<file path="src/rtl/read_ctrl_multi.sv">
// read_ctrl_multi: read-side controller for an N-buffer round-robin buffer memory.
// On a read request it checks the current buffer's full flag, then either bursts
// every word of that buffer out of a 1-cycle-latency sync RAM and releases the
// buffer to the writer, or reports an error and skips the empty buffer.
// Optional feature macro: READ_CTRL_ERR_CNT_EN adds an 8-bit saturating error
// counter on output err_cnt_o.
module read_ctrl_multi #(
  parameter  int DATA_W    = 8,
  parameter  int NUM_BUF   = 2,
  parameter  int BUF_DEPTH = 4,
  localparam int BW        = $clog2(NUM_BUF),
  localparam int WW        = $clog2(BUF_DEPTH)
) (
  input  logic                 clk_i,
  input  logic                 rst_i,
  input  logic                 read_i,
  input  logic [NUM_BUF-1:0]   status_vld_i,
  input  logic [DATA_W-1:0]    r_data_i,
  output logic                 r_en_o,
  output logic [BW+WW-1:0]     r_addr_o,
  output logic [DATA_W-1:0]    dout_o,
  output logic                 dout_vld_o,
  output logic                 dout_last_o,
  output logic                 dout_err_o,
  output logic [NUM_BUF-1:0]   r_done_o,
  output logic                 busy_o,
  output logic [BW-1:0]        cur_buf_o
`ifdef READ_CTRL_ERR_CNT_EN
  ,
  output logic [7:0]           err_cnt_o
`endif
);

  typedef enum logic [1:0] {IDLE, RD, DRAIN, ERR} state_t;

  localparam logic [WW-1:0] LAST_WORD = WW'(BUF_DEPTH - 1);
  localparam logic [BW-1:0] LAST_BUF  = BW'(NUM_BUF - 1);

  state_t               state_q;
  logic [WW-1:0]        word_q;
  logic [BW-1:0]        cur_buf_q;
  logic [BW-1:0]        cur_buf_d;
  logic [NUM_BUF-1:0]   done_d;
  logic                 r_en_q;
  logic [BW+WW-1:0]     r_addr_q;
  logic                 rvld_q;
  logic                 rlast_q;
  logic [DATA_W-1:0]    dout_q;
  logic                 dout_vld_q;
  logic                 dout_last_q;
  logic                 dout_err_q;
  logic [NUM_BUF-1:0]   r_done_q;
  logic                 busy_q;

  // Next buffer index with an explicit wrap so NUM_BUF need not be a power of two.
  always_comb begin
    cur_buf_d = cur_buf_q + BW'(1);
    if (cur_buf_q == LAST_BUF) begin
      cur_buf_d = '0;
    end
  end

  // One-hot release pattern for the buffer currently being read.
  always_comb begin
    done_d            = '0;
    done_d[cur_buf_q] = 1'b1;
  end

  // Control FSM plus the two-stage read-data pipeline (RAM latency, then output register).
  always_ff @(posedge clk_i) begin
    if (rst_i) begin
      state_q     <= IDLE;
      word_q      <= '0;
      cur_buf_q   <= '0;
      r_en_q      <= 1'b0;
      r_addr_q    <= '0;
      rvld_q      <= 1'b0;
      rlast_q     <= 1'b0;
      dout_q      <= '0;
      dout_vld_q  <= 1'b0;
      dout_last_q <= 1'b0;
      dout_err_q  <= 1'b0;
      r_done_q    <= '0;
      busy_q      <= 1'b0;
    end else begin
      rvld_q      <= r_en_q;
      dout_vld_q  <= rvld_q;
      dout_last_q <= rlast_q;
      r_done_q    <= rlast_q ? done_d : '0;
      rlast_q     <= 1'b0;
      dout_err_q  <= 1'b0;
      if (rvld_q) begin
        dout_q <= r_data_i;
      end
      case (state_q)
        IDLE: begin
          if (read_i) begin
            busy_q <= 1'b1;
            if (status_vld_i[cur_buf_q]) begin
              state_q  <= RD;
              r_en_q   <= 1'b1;
              word_q   <= '0;
              r_addr_q <= {cur_buf_q, WW'(0)};
            end else begin
              state_q    <= ERR;
              dout_err_q <= 1'b1;
            end
          end
        end
        RD: begin
          if (word_q == LAST_WORD) begin
            r_en_q  <= 1'b0;
            rlast_q <= 1'b1;
            state_q <= DRAIN;
          end else begin
            word_q   <= word_q + WW'(1);
            r_addr_q <= {cur_buf_q, word_q + WW'(1)};
          end
        end
        DRAIN: begin
          if (dout_last_q) begin
            state_q   <= IDLE;
            busy_q    <= 1'b0;
            cur_buf_q <= cur_buf_d;
          end
        end
        ERR: begin
          state_q   <= IDLE;
          busy_q    <= 1'b0;
          cur_buf_q <= cur_buf_d;
        end
        default: state_q <= IDLE;
      endcase
    end
  end

  assign r_en_o      = r_en_q;
  assign r_addr_o    = r_addr_q;
  assign dout_o      = dout_q;
  assign dout_vld_o  = dout_vld_q;
  assign dout_last_o = dout_last_q;
  assign dout_err_o  = dout_err_q;
  assign r_done_o    = r_done_q;
  assign busy_o      = busy_q;
  assign cur_buf_o   = cur_buf_q;

`ifdef READ_CTRL_ERR_CNT_EN
  logic [7:0] err_cnt_q;

  // Count error pulses, sticking at all-ones; only reset clears it.
  always_ff @(posedge clk_i) begin
    if (rst_i) begin
      err_cnt_q <= '0;
    end else if (dout_err_q && (err_cnt_q != 8'hFF)) begin
      err_cnt_q <= err_cnt_q + 8'd1;
    end
  end

  assign err_cnt_o = err_cnt_q;
`endif

endmodule

</file>
<file path="config.mk">
export PLATFORM = sky130hd
export DESIGN_NAME = read_ctrl_multi
export DESIGN_NICKNAME = d
export VERILOG_FILES = /design/src/rtl/read_ctrl_multi.sv
export SDC_FILE = /design/constraint.sdc
export NUM_CORES = 1
export LEC_CHECK = 0
export CAP_MARGIN = 20
export CORE_ASPECT_RATIO = 0.7
export CORE_MARGIN = 2
export CORE_UTILIZATION = 42
export DETAILED_ROUTE_END_ITERATION = 10
export GPL_ROUTABILITY_DRIVEN = 0
export PLACE_DENSITY = 0.77
export SLEW_MARGIN = 20
export SYNTH_ARGS = -nofsm -noshare
export SYNTH_HDL_FRONTEND = slang
export SYNTH_SLANG_ARGS = --single-unit
</file>
<file path="constraint.sdc">
create_clock -name clk_i -period 1.6 [get_ports clk_i]
set_clock_uncertainty 0.05 [all_clocks]
set_input_delay 0.16 -clock clk_i [delete_from_list [all_inputs] [get_ports clk_i]]
set_output_delay 0.16 -clock clk_i [all_outputs]
set_load 0.03 [all_outputs]
</file>
* Yosys cells after proc, flatten, opt, wreduce, memory -nomap -nowiden
Index checks and enable logic that the tools add are counted.
** Storage, ports and cells
- Input bits :: 13
- Word-level logic and storage cells :: 72
- Register bits :: 25
- Output and inout port bits :: 19
** Operators by class
- Mux-type cells :: 29
- Equal/unequal tests :: 9
- Reduce and logical (&&, ||, !) cells :: 13
- Bitwise gates (word level) :: 4
- Order comparisons :: 2
- $add $sub $neg :: 2
** Operators by type and width (number)
- $mux 2 :: 7
- $mux 1 :: 12
- $ne 2x2->1 const B :: 5
- $mux 3 :: 3
- $pmux 2 s4 :: 1
- $reduce_and 4->1 :: 2
- $eq 2x2->1 const B :: 3
- $pmux 3 s2 :: 1
- $reduce_and 3->1 :: 2
- $not 1->1 :: 4
- $pmux 1 s2 :: 2
- $pmux 2 s2 :: 1
- $reduce_bool 2->1 :: 2
- $reduce_or 2->1 :: 2
- $pmux 1 s3 :: 1
- $reduce_bool 3->1 :: 1
- $reduce_or 3->1 :: 1
- $add 2x1->2 const B :: 1
- $eq 2x1->1 const B :: 1
- $logic_not 2->1 :: 1
- $lt 1x2->1 const B :: 1
- $reduce_and 2->1 :: 1
- $add 1x1->1 const B :: 1
- $demux 1 s1 :: 1
- other kinds (2) :: 2

* Longest topological paths before layout
Gate-level depths: netlist of the first run.
- Word-level depth :: 5
- Gate-level depth with buffers :: 4
- Depth with buffers taken out :: 4

* Worst setup path before layout of the first run
OpenSTA, ideal clock, no wires.
- Kind :: reg-to-reg
- From :: register, netlist name r_addr_o[0]
- To :: register r_addr_q[2], in the netlist r_addr_o[2]
- Buffers on the path :: 0
- Path slack :: 0.139 ns
- Cell stages (with the launch flop) :: 5
- Setup time :: 0.072 ns
- Clock period less this slack :: 1.461 ns
- Data arrival time :: 1.339 ns
- Required time :: 1.478 ns
- Cells stage by stage :: dfxtp_1 -> ha_1 -> nand2b_1 -> a221oi_2 -> mux2i_1
** RTL lines
- end signal: assignment :: RTL line 103 : r_addr_q <= {cur_buf_q, WW'(0)};
- end signal: assignment :: RTL line 117 : r_addr_q <= {cur_buf_q, word_q + WW'(1)};
- end: declaration :: RTL line 45 : logic [BW+WW-1:0] r_addr_q;

* Worst setup path in the final report of the first run
- From :: register dout_q[4], in the netlist dout_o[4]
- To :: output dout_o[4]
** RTL lines
- start: declaration :: RTL line 48 : logic [DATA_W-1:0] dout_q;
- start signal: assignment :: RTL line 93 : dout_q <= r_data_i;
- end: declaration :: RTL line 21 : output logic [DATA_W-1:0] dout_o,
No word-level cell between the ends.

==> reports/summary.json, run 1 <==
{
  "power_and_ir_drop": {
    "power.switching_fraction_pct": 26.8,
    "sequentialPowerShare_pct": 57.9,
    "static-leakage-power_uw": 0.000508,
    "power.combinational.fraction_pct": 17.5,
    "design_power_total_uw": 1080,
    "p_per_area_nw_per_um2": 882,
    "switchingPower_uw": 289,
    "max-vdd-ir-drop_uv": 642,
    "clock_power_share_pct": 24.6,
    "internal_power_uw": 792
  },
  "clock_network": {
    "clk_transition_reported_paths_ns": 0.12,
    "clock_tree.root_cell": "sky130_fd_sc_hd__clkbuf_4",
    "tritoncts": "done",
    "tritoncts.num_buffers": 3,
    "cts_buffer_depth": 2,
    "clkSinkCount": 23,
    "cts-hold-fix-buffers": 0,
    "clkLatencyLatePin_ns": 0.31,
    "cts.htree.levels": 1
  },
  "setup_path": {
    "crit_path_start": "dout_o[4]",
    "critical_path.cell_chain": "clkdlybuf4s50_1",
    "crit_path_max_fanout": 2,
    "reg2reg_from": "r_addr_o[0]",
    "endpoint_kind": "primary output",
    "worstPathArrival_ns": 1.33,
    "critical-path-max-stage-delay_ns": 0.67,
    "critical_path.n_buffers_inverters": 1,
    "cpLargestDelayFamily": "buffers and inverters",
    "crit_reg_reg_endpoint": "r_addr_o[1]",
    "rr_worst_depth": 4,
    "r2r_slack_ns": 0.14,
    "cp_slowest_cell": "sky130_fd_sc_hd__clkdlybuf4s50_1",
    "timing.setup.critical_path_class": "register to primary output",
    "kind_of_start_point_of_the_critical_path": "register",
    "critical_path_required_ns": 1.39
  },
  "global_routing": {
    "grt_pass1_vias": 633,
    "antenna_violations_before_repair": 0,
    "largest_net_degree_at_the_start_of_global_routing": 13,
    "grt_pass1_wl_mm": 2.77,
    "globalRouteOverflowTotal": 0,
    "grt_use_total_pct": 15.5
  },
  "place": {
    "worst_case_setup_slack_after_placement_ns": 0.112,
    "placement.io_buffers": 31,
    "place_area_um2": 1200,
    "post-dp-hpwl_mm": 1.29
  },
  "synth": {
    "synthesis.instances": 83,
    "synth_xor_xnor_area_share_pct": 1.03,
    "synth_top_area_share_pct": 54.2,
    "muxShareOfSynthArea_pct": 11.8,
    "ys_seq_elements": 23,
    "post_synth_fa_ha_maj_area_fraction_pct": 1.47,
    "ys_types": 26,
    "synth_seq_area_share_pct": 54.2,
    "dominant_combinational_cell_family_by_area_after_synthesis": "simple AND/OR/NAND/NOR gates",
    "post_synth_instance_area_um2": 850,
    "synth_net_count": 97,
    "yosys_warnings": 0,
    "synth_area_leader_cell": "sky130_fd_sc_hd__dfxtp_1",
    "synth_compound_area_share_pct": 8.98,
    "syn-mean-instance-area_um2": 10.2,
    "synth_area_leaders": "sky130_fd_sc_hd__dfxtp_1 54%, sky130_fd_sc_hd__mux2i_1 12%, sky130_fd_sc_hd__nand2b_1 5.9%",
    "synth_simple_gate_area_share_pct": 19.6
  },
  "min_path": {
    "holdPathEnd": "dout_o[6]",
    "holdPathStages": 3,
    "holdCritStartpoint": "r_data_i[6]",
    "min-delay-path-class": "primary input to register"
  },
  "routing": {
    "drt_iter0_markers": 10,
    "drtPass1Iterations": 4,
    "routed_via_density": 4.90,
    "avgRoutedWirePerCell_um": 12.1,
    "remaining_drc_errors": 0,
    "route.antenna.remaining_nets": 0,
    "via_count": 686,
    "detail_route.wirelength_mm": 1.70
  },
  "sta": {
    "tns_ns": 0,
    "fin_crit_ns": 1.54,
    "worst-slew-pin-transition_ns": 0.477,
    "finalMaxSlewViolations": 0,
    "report.final.hold_viol_count": 0,
    "post-route-period-util_pct": 96.5,
    "setup_viol_count_final": 0,
    "post_route_setup_slack_ns": 0.0564,
    "maxClockFrequency_mhz": 648,
    "grt_setup_unrepaired": "false",
    "max-slew-margin-rel_pct": 68.2
  },
  "cells_and_area": {
    "proportion_of_layout_cells_with_a_drive_suffix_above_1_pct": 6.78,
    "design_area_um2": 1230,
    "num-nets-final": 133,
    "insertedDiodeCount": 0,
    "final_core_density_pct": 65.0,
    "area_growth_syn_to_layout_pct": 44.3
  },
  "floorplanning": {
    "num_io_pins": 32,
    "coreArea_um2": 1890,
    "starting_density_of_the_core_pct": 45.0,
    "num_rows": 13,
    "dieWidth_um": 57.8,
    "dieArea_um2": 2400,
    "dieHeight_um": 41.6
  },
  "outcome": {
    "status": "finished clean"
  },
  "run": {
    "drv.max_cap_violation_count": 0
  }
}
==> timing repair <==
item | in CTS | in global routing
resized for setup | 4 | 2
hold endpoints to repair | 0 | 0
endpoints found under the setup margin | 4 | 2
setup buffers | 0 | 0
pin swaps | 0 | 0
==> Yosys cell counts (all sizes together) <==
master and count:
clkbuf 1, xor2 1, nor4b 1, dfxtp 23, nand3 1, a221oi 1, nor3 2, nor2b 3
nand2 2, o21a 1, mux2i 10, and2 1, nand2b 8, nand3b 1, a21o 1, nor2 10
a31oi 1, a211oi 2, a21oi 3, o21ai 2, nor3b 1, ha 1, and2b 1, buf 3
inv 2
==> layout by cell type (no fill, tap or decap) <==
master / netlist / layout
sky130_fd_sc_hd__dfxtp_1: 23 / 23
sky130_fd_sc_hd__nand3b_1: 1 / 1
sky130_fd_sc_hd__clkbuf_4: 0 / 3
sky130_fd_sc_hd__dlymetal6s2s_1: 0 / 2
sky130_fd_sc_hd__and2b_1: 1 / 1
sky130_fd_sc_hd__dlygate4sd2_1: 0 / 4
sky130_fd_sc_hd__nor2_1: 10 / 10
sky130_fd_sc_hd__mux2i_1: 10 / 10
sky130_fd_sc_hd__and2_1: 1 / 1
sky130_fd_sc_hd__clkbuf_1: 1 / 1
sky130_fd_sc_hd__buf_4: 0 / 4
sky130_fd_sc_hd__ha_1: 1 / 1
sky130_fd_sc_hd__o21a_1: 1 / 1
sky130_fd_sc_hd__nor4b_1: 1 / 1
sky130_fd_sc_hd__a211oi_1: 2 / 2
sky130_fd_sc_hd__a221oi_2: 1 / 1
sky130_fd_sc_hd__nand3_1: 1 / 1
sky130_fd_sc_hd__inv_1: 2 / 2
sky130_fd_sc_hd__nor2b_1: 3 / 3
sky130_fd_sc_hd__o21ai_0: 2 / 2
sky130_fd_sc_hd__a31oi_1: 1 / 1
sky130_fd_sc_hd__nor3_1: 2 / 2
sky130_fd_sc_hd__clkdlybuf4s50_1: 0 / 25
sky130_fd_sc_hd__nor3b_1: 1 / 1
sky130_fd_sc_hd__xor2_1: 1 / 1
sky130_fd_sc_hd__a21oi_1: 3 / 3
sky130_fd_sc_hd__nand2_1: 2 / 2
sky130_fd_sc_hd__nand2b_1: 8 / 8
sky130_fd_sc_hd__a21o_1: 1 / 1
==> power by group through the flow <==
| stage | clock network (uW) | logic, uW | registers, uW |
|---|---|---|---|
| 2_1_floorplan | 0 | 80.1 | 666 |
| 3_3_place_gp | 0 | 193 | 638 |
| 3_5_place_dp | 0 | 194 | 640 |
| 4_1_cts | 271 | 191 | 626 |
| 5_1_grt | 292 | 203 | 631 |
| 6_report | 266 | 189 | 626 |
==> cell families after synthesis <==
family | after synthesis
XOR/XNOR | 1
buffers and inverters | 6
AND/OR/NAND/NOR | 31
adder cells (fa/ha/maj) | 1
flip-flops | 23
multiplexers | 10
AO/OA/AOI/OAI | 11
==> worst max path at each step <==
stage                             end  slack (ns)  depth (start not counted)
after floorplan           r_addr_o[2]        0.14                          4
final                       dout_o[4]        0.06                          1
after detailed placement  r_addr_o[1]        0.11                          4
after global placement    r_addr_o[2]        0.15                          4
after global routing        dout_o[1]       0.004                          1
after CTS                 r_addr_o[1]       0.003                          1
==> flip-flops by register name (all words and copies together) (netlist names) <==
name	count
busy_o	1
cur_buf_o	1
dout_err_o	1
dout_last_o	1
dout_o	8
dout_vld_o	1
r_addr_o	3
r_done_o	2
r_en_o	1
rlast_q	1
rvld_q	1
state_q	2
==> stage by stage <==
stage          instances  hold WS [ns]
6_report             140         0.401
5_1_grt              140         0.396
3_5_place_dp         136         0.418
4_1_cts              140         0.400
2_1_floorplan         83         0.197
3_3_place_gp         136         0.416
==> layer usage <==
metal  global-route usage, %  part of all wire (%)  vias to the layer above
li1                        -                     -                      351
met4                    6.98                   2.1                        0
met3                    6.54                   5.7                        5
met5                       0                     0                        -
met1                    19.2                    50                      313
met2                    23.4                    42                       17
==> cell type report <==
class | count | area (um2)
clock buffer | 4 | 26.3
fill | 172 | 661
inverter | 2 | 7.51
multi-input combinational | 54 | 364
sequential | 23 | 460
tap | 22 | 27.5
timing repair buffer | 35 | 340
Note: power is estimated with default switching activity, not from simulation.
==> run 2, diff against run 1 <==
CORE_UTILIZATION = 45   (was 42)
PLACE_DENSITY = 0.92   (was 0.77)
clock period = 1.8 ns   (was 1.6 ns; I/O delays follow)
==> reports/summary.json, run 2 (synthesized netlist as in run 1, its figures left out) <==
{
  "sta": {
    "grt_setup_unrepaired": "false",
    "post-route-period-util_pct": 91.8,
    "report.final.hold_viol_count": 0,
    "max-slew-margin-rel_pct": 67.0,
    "maxClockFrequency_mhz": 605,
    "worst-slew-pin-transition_ns": 0.494,
    "finalMaxSlewViolations": 0,
    "post_route_setup_slack_ns": 0.148,
    "tns_ns": 0,
    "setup_viol_count_final": 0,
    "fin_crit_ns": 1.65
  },
  "routing": {
    "via_count": 688,
    "route.antenna.remaining_nets": 0,
    "remaining_drc_errors": 0,
    "drtPass1Iterations": 4,
    "avgRoutedWirePerCell_um": 13.0,
    "drt_iter0_markers": 9,
    "detail_route.wirelength_mm": 1.79,
    "routed_via_density": 4.99
  },
  "global_routing": {
    "grt_pass1_vias": 622,
    "grt_use_total_pct": 17.4,
    "antenna_violations_before_repair": 0,
    "largest_net_degree_at_the_start_of_global_routing": 17,
    "grt_pass1_wl_mm": 2.79,
    "globalRouteOverflowTotal": 0
  },
  "power_and_ir_drop": {
    "static-leakage-power_uw": 0.000468,
    "design_power_total_uw": 971,
    "max-vdd-ir-drop_uv": 706,
    "p_per_area_nw_per_um2": 799
  },
  "setup_path": {
    "critical-path-max-stage-delay_ns": 0.70,
    "kind_of_start_point_of_the_critical_path": "register",
    "cp_slowest_cell": "sky130_fd_sc_hd__clkdlybuf4s50_1",
    "critical_path.cell_chain": "clkdlybuf4s50_1",
    "critical_path.n_buffers_inverters": 1,
    "cpLargestDelayFamily": "buffers and inverters",
    "worstPathArrival_ns": 1.42,
    "timing.setup.critical_path_class": "register to primary output",
    "reg2reg_from": "r_addr_o[0]",
    "crit_path_start": "r_addr_o[0]",
    "critical_path_required_ns": 1.57,
    "crit_path_max_fanout": 4,
    "endpoint_kind": "primary output"
  },
  "place": {
    "worst_case_setup_slack_after_placement_ns": 0.305,
    "post-dp-hpwl_mm": 1.35,
    "placement.io_buffers": 31,
    "place_area_um2": 1180
  },
  "clock_network": {
    "cts_buffer_depth": 2,
    "cts_setup_buffers": 0,
    "clock_tree.root_cell": "sky130_fd_sc_hd__clkbuf_4",
    "clk_transition_reported_paths_ns": 0.12,
    "tritoncts.num_buffers": 3,
    "clkLatencyLatePin_ns": 0.32,
    "post_cts.resized_instances": 0,
    "cts.htree.levels": 1,
    "clkSinkCount": 23,
    "tritoncts": "done",
    "cts-hold-fix-buffers": 0
  },
  "cells_and_area": {
    "largest_register_ffs": 8,
    "num-nets-final": 131,
    "commonest_non_fill_non_tap_cell_in_the_layout": "sky130_fd_sc_hd__clkdlybuf4s50_1",
    "final_core_density_pct": 66.7,
    "design_area_um2": 1210,
    "insertedDiodeCount": 0,
    "proportion_of_layout_cells_with_a_drive_suffix_above_1_pct": 6.03,
    "area_growth_syn_to_layout_pct": 43.0,
    "layout_common_cells": "30 x sky130_fd_sc_hd__clkdlybuf4s50_1, 23 x sky130_fd_sc_hd__dfxtp_1, 10 x sky130_fd_sc_hd__mux2i_1, 10 x sky130_fd_sc_hd__nor2_1, 8 x sky130_fd_sc_hd__nand2b_1"
  },
  "floorplanning": {
    "starting_density_of_the_core_pct": 46.6,
    "dieWidth_um": 55.9,
    "dieHeight_um": 40.4,
    "num_rows": 13,
    "num_io_pins": 32,
    "dieArea_um2": 2260,
    "coreArea_um2": 1820
  },
  "min_path": {
    "min-delay-path-class": "primary input to register",
    "holdCritStartpoint": "r_data_i[1]"
  },
  "run": {
    "drv.max_cap_violation_count": 0
  },
  "outcome": {
    "status": "finished clean"
  }
}
run 2: cell count changes in the layout (fill, tap and decap cells not counted), sizes merged:
| cell | change |
|---|---|
| clkdlybuf4s50 | +5 |
| dlygate4sd2 | -4 |
| buf | -2 |
| clkbuf | -1 |
| clkinv | +1 |
| dlymetal6s2s | -1 |
run 2: per-stage QoR:
step	hold WS, ns	std cells
2_1_floorplan	0.217	83
3_3_place_gp	0.414	134
3_5_place_dp	0.418	134
4_1_cts	0.412	138
5_1_grt	0.412	138
6_report	0.407	138
run 2: report_power, final:
| part | internal (uW) | switching, uW |
|---|---|---|
| Clock | 83.3 | 157 |
| Sequential | 532 | 27.4 |
| Combinational | 87.4 | 83.9 |
run 2: area by class of cell:
| type | instances | area, um2 |
|---|---|---|
| Sequential cell | 23 | 460 |
| Tap cell | 22 | 27.5 |
| Multi-Input combinational cell | 54 | 364 |
| Clock buffer | 3 | 22.5 |
| Clock inverter | 1 | 5.00 |
| Inverter | 2 | 7.51 |
| Fill cell | 154 | 607 |
| Timing Repair Buffer | 33 | 328 |
run 2: layer usage:
metal	vias up	routed length (um)	track usage [%]
li1	345	-	-
met5	-	0	0
met4	0	27	9.52
met3	5	107	6.45
met1	315	836	20.4
met2	23	822	28.9
run 2: final timing paths:
kind / endpoint / slack [ns] / depth (start not counted)
min: dout_o[1] / 0.41 / 3
max reg2reg: r_addr_o[2] / 0.31 / 4
min reg2reg: dout_last_o / 0.43 / 1
max: r_addr_o[0] / 0.15 / 1
